===== config.mk =====
export PLATFORM = sky130hd
export DESIGN_NAME = gain_multiplier
export DESIGN_NICKNAME = d
export VERILOG_FILES = /design/src/rtl/gain_multiplier_pkg.sv /design/src/rtl/gain_sat_norm.sv /design/src/rtl/gain_multiplier.sv
export SDC_FILE = /design/constraint.sdc
export NUM_CORES = 1
export LEC_CHECK = 0
export ABC_AREA = 0
export CORE_ASPECT_RATIO = 2
export CORE_MARGIN = 2
export CORE_UTILIZATION = 46
export DETAILED_ROUTE_END_ITERATION = 8
export SLEW_MARGIN = 20
export SYNTH_ARGS = -nofsm -noshare
export SYNTH_HDL_FRONTEND = slang
export SYNTH_SLANG_ARGS = --single-unit

===== constraint.sdc =====
create_clock -name clk -period 6.56 [get_ports clk]
set_input_delay 1.312 -clock clk [delete_from_list [all_inputs] [get_ports clk]]
set_output_delay 1.312 -clock clk [all_outputs]
set_load 0.01 [all_outputs]

===== src/rtl/gain_multiplier_pkg.sv =====
// Shared constants, state encoding and helpers for the gain_multiplier stage
// and any later gain/filter stage built on the same normaliser.
package gain_multiplier_pkg;

  localparam int OP_W  = 16;
  localparam int ACC_W = 32;

  localparam logic [OP_W-1:0] SAT_MAX = 16'h7FFF;
  localparam logic [OP_W-1:0] SAT_MIN = 16'h8000;

  typedef enum logic [1:0] {
    IDLE     = 2'd0,
    MUL      = 2'd1,
    NORM     = 2'd2,
    WAIT_CLR = 2'd3
  } state_t;

  // Magnitude of a signed operand, one bit wider so |-32768| fits.
  function automatic logic [OP_W:0] abs_ext(input logic [OP_W-1:0] v);
    logic [OP_W:0] e;
    e = {v[OP_W-1], v};
    return v[OP_W-1] ? (~e + {{OP_W{1'b0}}, 1'b1}) : e;
  endfunction

endpackage


===== src/rtl/gain_sat_norm.sv =====
// Combinational Q-format normaliser: floor-shifts a signed product right by
// FRAC_BITS and clips the outcome to the signed 16-bit range.
module gain_sat_norm
  import gain_multiplier_pkg::*;
#(
  parameter int FRAC_BITS = 8
) (
  input  logic signed [ACC_W-1:0] product,
  output logic        [OP_W-1:0]  result,
  output logic                    sat
);

  localparam logic signed [ACC_W-1:0] Q_MAX = 32'sd32767;
  localparam logic signed [ACC_W-1:0] Q_MIN = -32'sd32768;

  logic signed [ACC_W-1:0] q;

  always_comb begin
    // Arithmetic shift gives rounding toward minus infinity.
    q      = product >>> FRAC_BITS;
    result = q[OP_W-1:0];
    sat    = 1'b0;
    if (q > Q_MAX) begin
      result = SAT_MAX;
      sat    = 1'b1;
    end else if (q < Q_MIN) begin
      result = SAT_MIN;
      sat    = 1'b1;
    end
  end

endmodule


===== src/rtl/gain_multiplier.sv =====
// Fixed-gain sequential multiplier: sign-magnitude shift-add, one gain bit per
// clock, saturated result returned over a four-phase data_rdy/result_rdy handshake.
module gain_multiplier
  import gain_multiplier_pkg::*;
#(
  parameter logic signed [15:0] GAIN      = 16'sh0180,
  parameter int                 FRAC_BITS = 8
) (
  input  logic        clk,
  input  logic        rst_n,
  input  logic [15:0] data,
  input  logic        data_rdy,
  output logic [15:0] result,
  output logic        result_rdy,
  output logic        busy,
  output logic        sat
);

  // Handshake: a request is taken on an IDLE edge with data_rdy=1; result_rdy
  // rises after the NORM edge and drops on the first edge that sees data_rdy=0,
  // so the requester must lower data_rdy before a new request is accepted.

  localparam logic [OP_W:0] MAG_B = abs_ext(GAIN);

  state_t                  state;
  state_t                  state_next;
  logic [OP_W:0]           mag_a;
  logic                    neg;
  logic [ACC_W-1:0]        acc;
  logic [3:0]              cnt;
  logic [ACC_W-1:0]        addend;
  logic signed [ACC_W-1:0] product;
  logic [OP_W-1:0]         norm_result;
  logic                    norm_sat;

  always_ff @(posedge clk or negedge rst_n) begin
    if (!rst_n) state <= IDLE;
    else        state <= state_next;
  end

  always_comb begin
    state_next = state;
    case (state)
      IDLE:     if (data_rdy) state_next = MUL;
      MUL:      if (cnt == 4'd15) state_next = NORM;
      NORM:     state_next = WAIT_CLR;
      WAIT_CLR: if (!data_rdy) state_next = IDLE;
      default:  state_next = IDLE;
    endcase
  end

  assign busy    = (state == MUL) || (state == NORM);
  assign addend  = MAG_B[cnt] ? (ACC_W'(mag_a) << cnt) : '0;
  assign product = neg ? -$signed(acc) : $signed(acc);

  gain_sat_norm #(.FRAC_BITS(FRAC_BITS)) u_sat_norm (
    .product (product),
    .result  (norm_result),
    .sat     (norm_sat)
  );

  always_ff @(posedge clk or negedge rst_n) begin
    if (!rst_n) begin
      mag_a      <= '0;
      neg        <= 1'b0;
      acc        <= '0;
      cnt        <= '0;
      result     <= '0;
      result_rdy <= 1'b0;
      sat        <= 1'b0;
    end else begin
      case (state)
        IDLE: begin
          if (data_rdy) begin
            mag_a <= abs_ext(data);
            neg   <= data[15] ^ GAIN[15];
            acc   <= '0;
            cnt   <= '0;
          end
        end
        MUL: begin
          acc <= acc + addend;
          cnt <= cnt + 4'd1;
        end
        NORM: begin
          result     <= norm_result;
          sat        <= norm_sat;
          result_rdy <= 1'b1;
        end
        WAIT_CLR: begin
          if (!data_rdy) result_rdy <= 1'b0;
        end
        default: ;
      endcase
    end
  end

endmodule


* After elaboration in Yosys (flattened, before gate mapping)
Memory sizes are Yosys's and may differ from the RTL's.
Cells that the tools add are included.
** Storage, ports and cells
- Bits in read-only memories :: 16
- Memories :: 1
- Bits in registers :: 74
- Word-level logic and storage cells :: 51
- Output and inout bits :: 19
- Input bits :: 19
** Cells by class
- Eq/ne operators :: 7
- $add $sub $neg :: 4
- Reductions and logical operators :: 8
- Bitwise operators :: 1
- $lt $le $gt $ge :: 3
- Shift-type cells :: 1
- Mux-type cells :: 18
** Memory list
- (no name shown) :: words 16, bits a word 1, rd ports 1, clocked after memory_dff 0, write ports 0, line gain_multiplier.sv:53 : assign addend = MAG_B[cnt] ? (ACC_W'(mag_a) << cnt) : '0;
** Operators with widths (count)
- 32-bit two-way mux :: 3
- 32-bit case mux with 2 select lines :: 1
- 32-bit adder :: 1
- 16-bit two-way mux :: 2
- 32-bit negation :: 1
- 17-bit by 4-bit left shift with 32-bit output :: 1
- 24-bit by 16-bit > comparator with 1-bit output (second input constant) :: 1
- 24-bit by 16-bit < comparator with 1-bit output (second input constant) :: 1
- 17-bit by 1-bit adder with 17-bit output (second input constant) :: 1
- 17-bit two-way mux :: 1
- 17-bit NOT :: 1
- 2-bit case mux with 4 select lines :: 1
- 4-bit case mux with 2 select lines :: 1
- 4-bit by 6-bit < comparator with 1-bit output (second input constant) :: 1
- 2-bit two-way mux :: 3
- 2-bit inequality test (second input constant) :: 3
- 2-bit AND reduction :: 3
- 4-bit by 1-bit adder with 4-bit output (second input constant) :: 1
- 2-bit equality test (second input constant) :: 2
- 4-bit equality test (second input constant) :: 1
- 1-bit two-way mux :: 4
- 4-bit two-way mux :: 1
- 2-bit nonzero test :: 2
- 3-bit AND reduction :: 1
- other kinds (4) :: 4

* Logic depth before layout (Yosys ltp)
- Word-level depth :: 5
- Mapped depth :: 17
- Gate-level depth less buffers :: 15

* By module
From an unflattened synthesis, not the netlist that was laid out.
** Unflattened totals
- Cells, all modules :: 768
- Area, all modules :: 6362.4 µm²
** Modules (own cells, without submodules)
- gain_multiplier :: sequential area each 1851.8 µm², times used 1, area an instance 6062.1 µm², cells each 723
- gain_sat_norm :: sequential area each 0.0 µm², times used 1, area an instance 300.3 µm², cells each 45

* Least setup slack after synthesis
OpenSTA, ideal clock, no wires.
- Path type :: register -> register
- Start :: register cnt[1]
- End :: register acc[26]
- Arrival :: 4.119 ns
- Clock period less this slack :: 4.241 ns
- Setup slack :: 2.319 ns
- Required time :: 6.438 ns
- Library setup time :: 0.122 ns
- Path buffers :: 4
- Stages on the path, launching flop included :: 18
- Cells stage by stage :: dfrtp_1 clkbuf_1 buf_1 clkbuf_1 inv_1 ha_1 nand3b_1 clkbuf_1 o22ai_1 ha_1 and4_1 and3_1 and3_1 a41o_1 o2111ai_1 a21boi_0 or3_1 a32o_1
** On the way
- Word-level cells in the longest chain between the ends :: 5
- Elaborated cells between the ends (all ways) :: 6
- Classes of those cells :: add/sub: 1; shift: 1; mux: 3; memory: 1
** Ends and longest elaborated chain
- start: declaration :: line gain_multiplier.sv:30 : logic [3:0] cnt;
- start signal: assignment :: line gain_multiplier.sv:83 : cnt <= cnt + 4'd1;
- memory 16 x 1 bit
- 1-bit two-way mux (not written as such) :: line gain_multiplier.sv:53
- 32-bit two-way mux (*) :: line gain_multiplier.sv:53
- 32-bit adder (*) :: line gain_multiplier.sv:82 : acc <= acc + addend;
- 32-bit case mux with 2 select lines (*) :: line gain_multiplier.sv:72 : case (state)
- end signal: assignment :: line gain_multiplier.sv:82
- end: declaration :: line gain_multiplier.sv:29 : logic [ACC_W-1:0] acc;
Mark *: on every way between the ends. The rest lies on a longest branch, timed or not. The select of a mux whose other input is x is not followed.
A chain may end at the register's enable or synchronous reset.

* Final worst setup path
- Start :: register cnt[0]
- End :: register acc[26]
The elaborated chain is that of the path after synthesis.

==> flow_metrics.env <==
export IMPL_place_ws_ps=1560
export IMPL_wl_per_cell_um=17.9
export IMPL_syn_area_per_cell_um2=8.27
export IMPL_grt_overflow_total=0
export IMPL_synth_area_leader_cell="dfrtp_1"
export IMPL_num_antenna_cells=0
export IMPL_hold_buffers=0
export IMPL_root_buffer="clkbuf_16"
export IMPL_grt_max_degree=75
export IMPL_netlist_area_um2=6320
export IMPL_cts_made_buffers=9
export IMPL_worst_slack_ps=1500
export IMPL_total_power_mw=2.93
export IMPL_synth_top_cell_area_share_pct=29.3
export IMPL_clk_latency_ps=340
export IMPL_yosys_warnings=0
export IMPL_ant_nets=0
export IMPL_cp_max_fo=28
export IMPL_io_buffer_count=37
export IMPL_die_h_um=170
export IMPL_place_area_um2=6760
export IMPL_drcViolationCount=0
export IMPL_max_freq_mhz=198
export IMPL_crit_path_end_kind="flop"
export IMPL_r2r_slack_ps=1500
export IMPL_postSynth_asyncResetShare_pct=100
export IMPL_die_w_um=86.9
export IMPL_crit_required_ps=6790
export IMPL_clk_pin_slew_worst_paths_ps=60
export IMPL_top_usage_layer="met2"
export IMPL_cp_start_kind="flop"
export IMPL_ios=38
export IMPL_ys_top_cells_by_area="dfrtp_1, ha_1, o21ai_0"
export IMPL_dp_cells=924
export IMPL_setup_tns_ps=0
export IMPL_synth_top_flop_cell="dfrtp_1"
export IMPL_cts_sink_count=74
export IMPL_setup_violations=0
export IMPL_p_leak_nw=3.18
export IMPL_synth_cell_types=71
export IMPL_layout_nets=839
export IMPL_vias=5726
export IMPL_viasPerCell=6.10
export IMPL_gp_congestion=0.922
export IMPL_grt_pass1_wl_um=27500
export IMPL_slew_limit_headroom_pct=28.7
export IMPL_row_count=60
export IMPL_postSynthCellCount=764
export IMPL_status="finished clean"
export IMPL_first_iter_violations=270
export IMPL_hold_slack_ps=504
export IMPL_r2r_cells=13
export IMPL_cts_resized=0
export IMPL_drv_slew=0
export IMPL_h_tree_depth=3
export IMPL_synth_edf_count=0
export IMPL_min_path_cells=2
export IMPL_yosysSeqAreaShare_pct=29.3
export IMPL_cts_buffer_depth=2
export IMPL_die_area_um2=14700
export IMPL_skew_ps=10.5
export IMPL_met1_usage_pct=24.6
export IMPL_irDropWorstVdd_v=0.000308
export IMPL_met3_usage_pct=2.92
export IMPL_criticalPathCategory="flop to flop"
export IMPL_routed_wl_um=16800
export IMPL_worst_pin_slew_ps=1070
export IMPL_cts_tree="yes"
export IMPL_fin_area_um2=7100
export IMPL_ys_ff_latch=74
export IMPL_grt_pass1_vias=5649
export IMPL_utilization_pct=52.8
export IMPL_antenna_found_initial=0
export IMPL_min_period_ps=5060
export IMPL_maxCapViolCount=0
export IMPL_start_util_pct=47.0
export IMPL_finalNonFillerCells=939
export IMPL_p_per_area_nw_per_um2=413
export IMPL_arrival_ps=5290
export IMPL_firstDrtPassIters=6
export IMPL_core_um2=13400
export IMPL_fin_crit_sh_pct=77.1
export IMPL_grt_use_total_pct=23.7
export IMPL_drive_above_1_share_pct=7.78
export IMPL_area_growth_pct=12.4
export IMPL_rsz0062_at_grt="false"
export IMPL_grt_use_met2_pct=45.7
export IMPL_dp_hpwl_um=12900
export IMPL_post_cts_buffers=0
export IMPL_hold_viol=0
export IMPL_hold_path_class="flop to flop"
-- logic make-up (layout without fill, tap and decap cells) --
kind of cell / after synthesis / in the layout / synth area share, %
fa+ha+maj: 40 / 40 / 8.04
flops: 74 / 74 / 29.3
buf+inv: 75 / 93 / 4.73
mux: 32 / 32 / 5.50
compound gates: 217 / 217 / 22.5
xor+xnor: 54 / 54 / 7.60
simple gates: 271 / 271 / 22.2
other cells: 1 / 3 / 0.0593
-- state kept, by name, indices dropped and copies added, names as in the netlist --
register	cells
result_rdy	1
sat	1
result	16
acc	32
state	2
cnt	4
mag_a	17
neg	1
-- placed cells by master, fill, tap and decap left out, types with 7 or more instances in the layout --
master           Yosys  layout
a21o_1               8       8
a21oi_1             37      37
a22o_1               7       7
a31oi_1              8       8
and2_1               7       7
and3_1              10      10
clkbuf_16            0       9
clkdlybuf4s50_1      0      36
dfrtp_1             74      74
ha_1                39      39
inv_1               35      35
mux2_2              12      12
mux2i_1             19      19
nand2_1             93      92
nand2b_1            18      18
nand3_1             28      28
nand3_2             10      10
nor2_1              45      45
nor3_1              14      14
o21ai_0             72      72
o221ai_1             8       8
o22ai_1             16      16
o31ai_1             12      12
or3_1               13      13
xnor2_1             26      26
xor2_1              27      27
-- power by group --
part	leakage (nW)	switching (mW)	internal, mW
Combinational	2.05	0.910	0.652
Clock	0.166	0.205	0.372
Sequential	0.963	0.196	0.599
Total	3.18	1.31	1.62
-- cell usage after synthesis, drive strengths merged, types with 3 or more instances --
library cell	instances
a211oi	5
or3	13
buf	7
nand2b	18
o21bai	4
a22o	7
nor4	7
xnor2	26
clkbuf	31
o211ai	3
nor2	45
dfrtp	74
o41ai	5
a31oi	8
ha	39
and2	7
mux2	12
and3	10
o2111ai	4
o31ai	12
a21oi	37
nor3	14
a31o	3
nand4	4
nor2b	6
mux2i	19
nand2	94
o21ai	73
or4	6
a21boi	3
nand3	38
inv	35
xor2	28
or2	3
o21a	5
o221ai	8
o22ai	16
a21o	8
-- layer usage --
layer	vias to the layer above	wire (um)	share of wire [%]
met5	-	0	0
met4	0	595	3.5
met3	36	398	2.4
met2	123	9560	57
met1	2764	6250	37
li1	2803	-	-
-- worst max-delay path: stages (launching register included) --
cell       delay, ps
dfrtp_1          900
clkinv_1         460
ha_1             320
nand3b_1         550
o22ai_1          230
ha_1             370
and4_1           280
a21oi_1          220
o221ai_1         220
and2_1           220
o2111ai_1        400
a21boi_0         170
or3_1            330
a32o_1           260
-- area by class of cell --
class	count	area [um^2]
fill	1254	6340
tap	155	194
timing repair buffer	41	398
clock inverter	6	113
inverter	37	139
multi-input combinational	617	4180
clock buffer	9	225
sequential	74	1850
-- worst paths after layout --
check | from | endpoint
worst max-delay path | cnt[0]$_DFFE_PN0P_ | acc[26]$_DFFE_PN0P_
worst min-delay path | result[11]$_DFFE_PN0P_ | result[11]$_DFFE_PN0P_
worst max register to register | cnt[0]$_DFFE_PN0P_ | acc[26]$_DFFE_PN0P_
worst min register to register | result[11]$_DFFE_PN0P_ | result[11]$_DFFE_PN0P_
max in group asynchronous | rst_n | result[13]$_DFFE_PN0P_
min in group asynchronous | rst_n | result[3]$_DFFE_PN0P_
No activity file was read; power rests on OpenSTA's default activity.
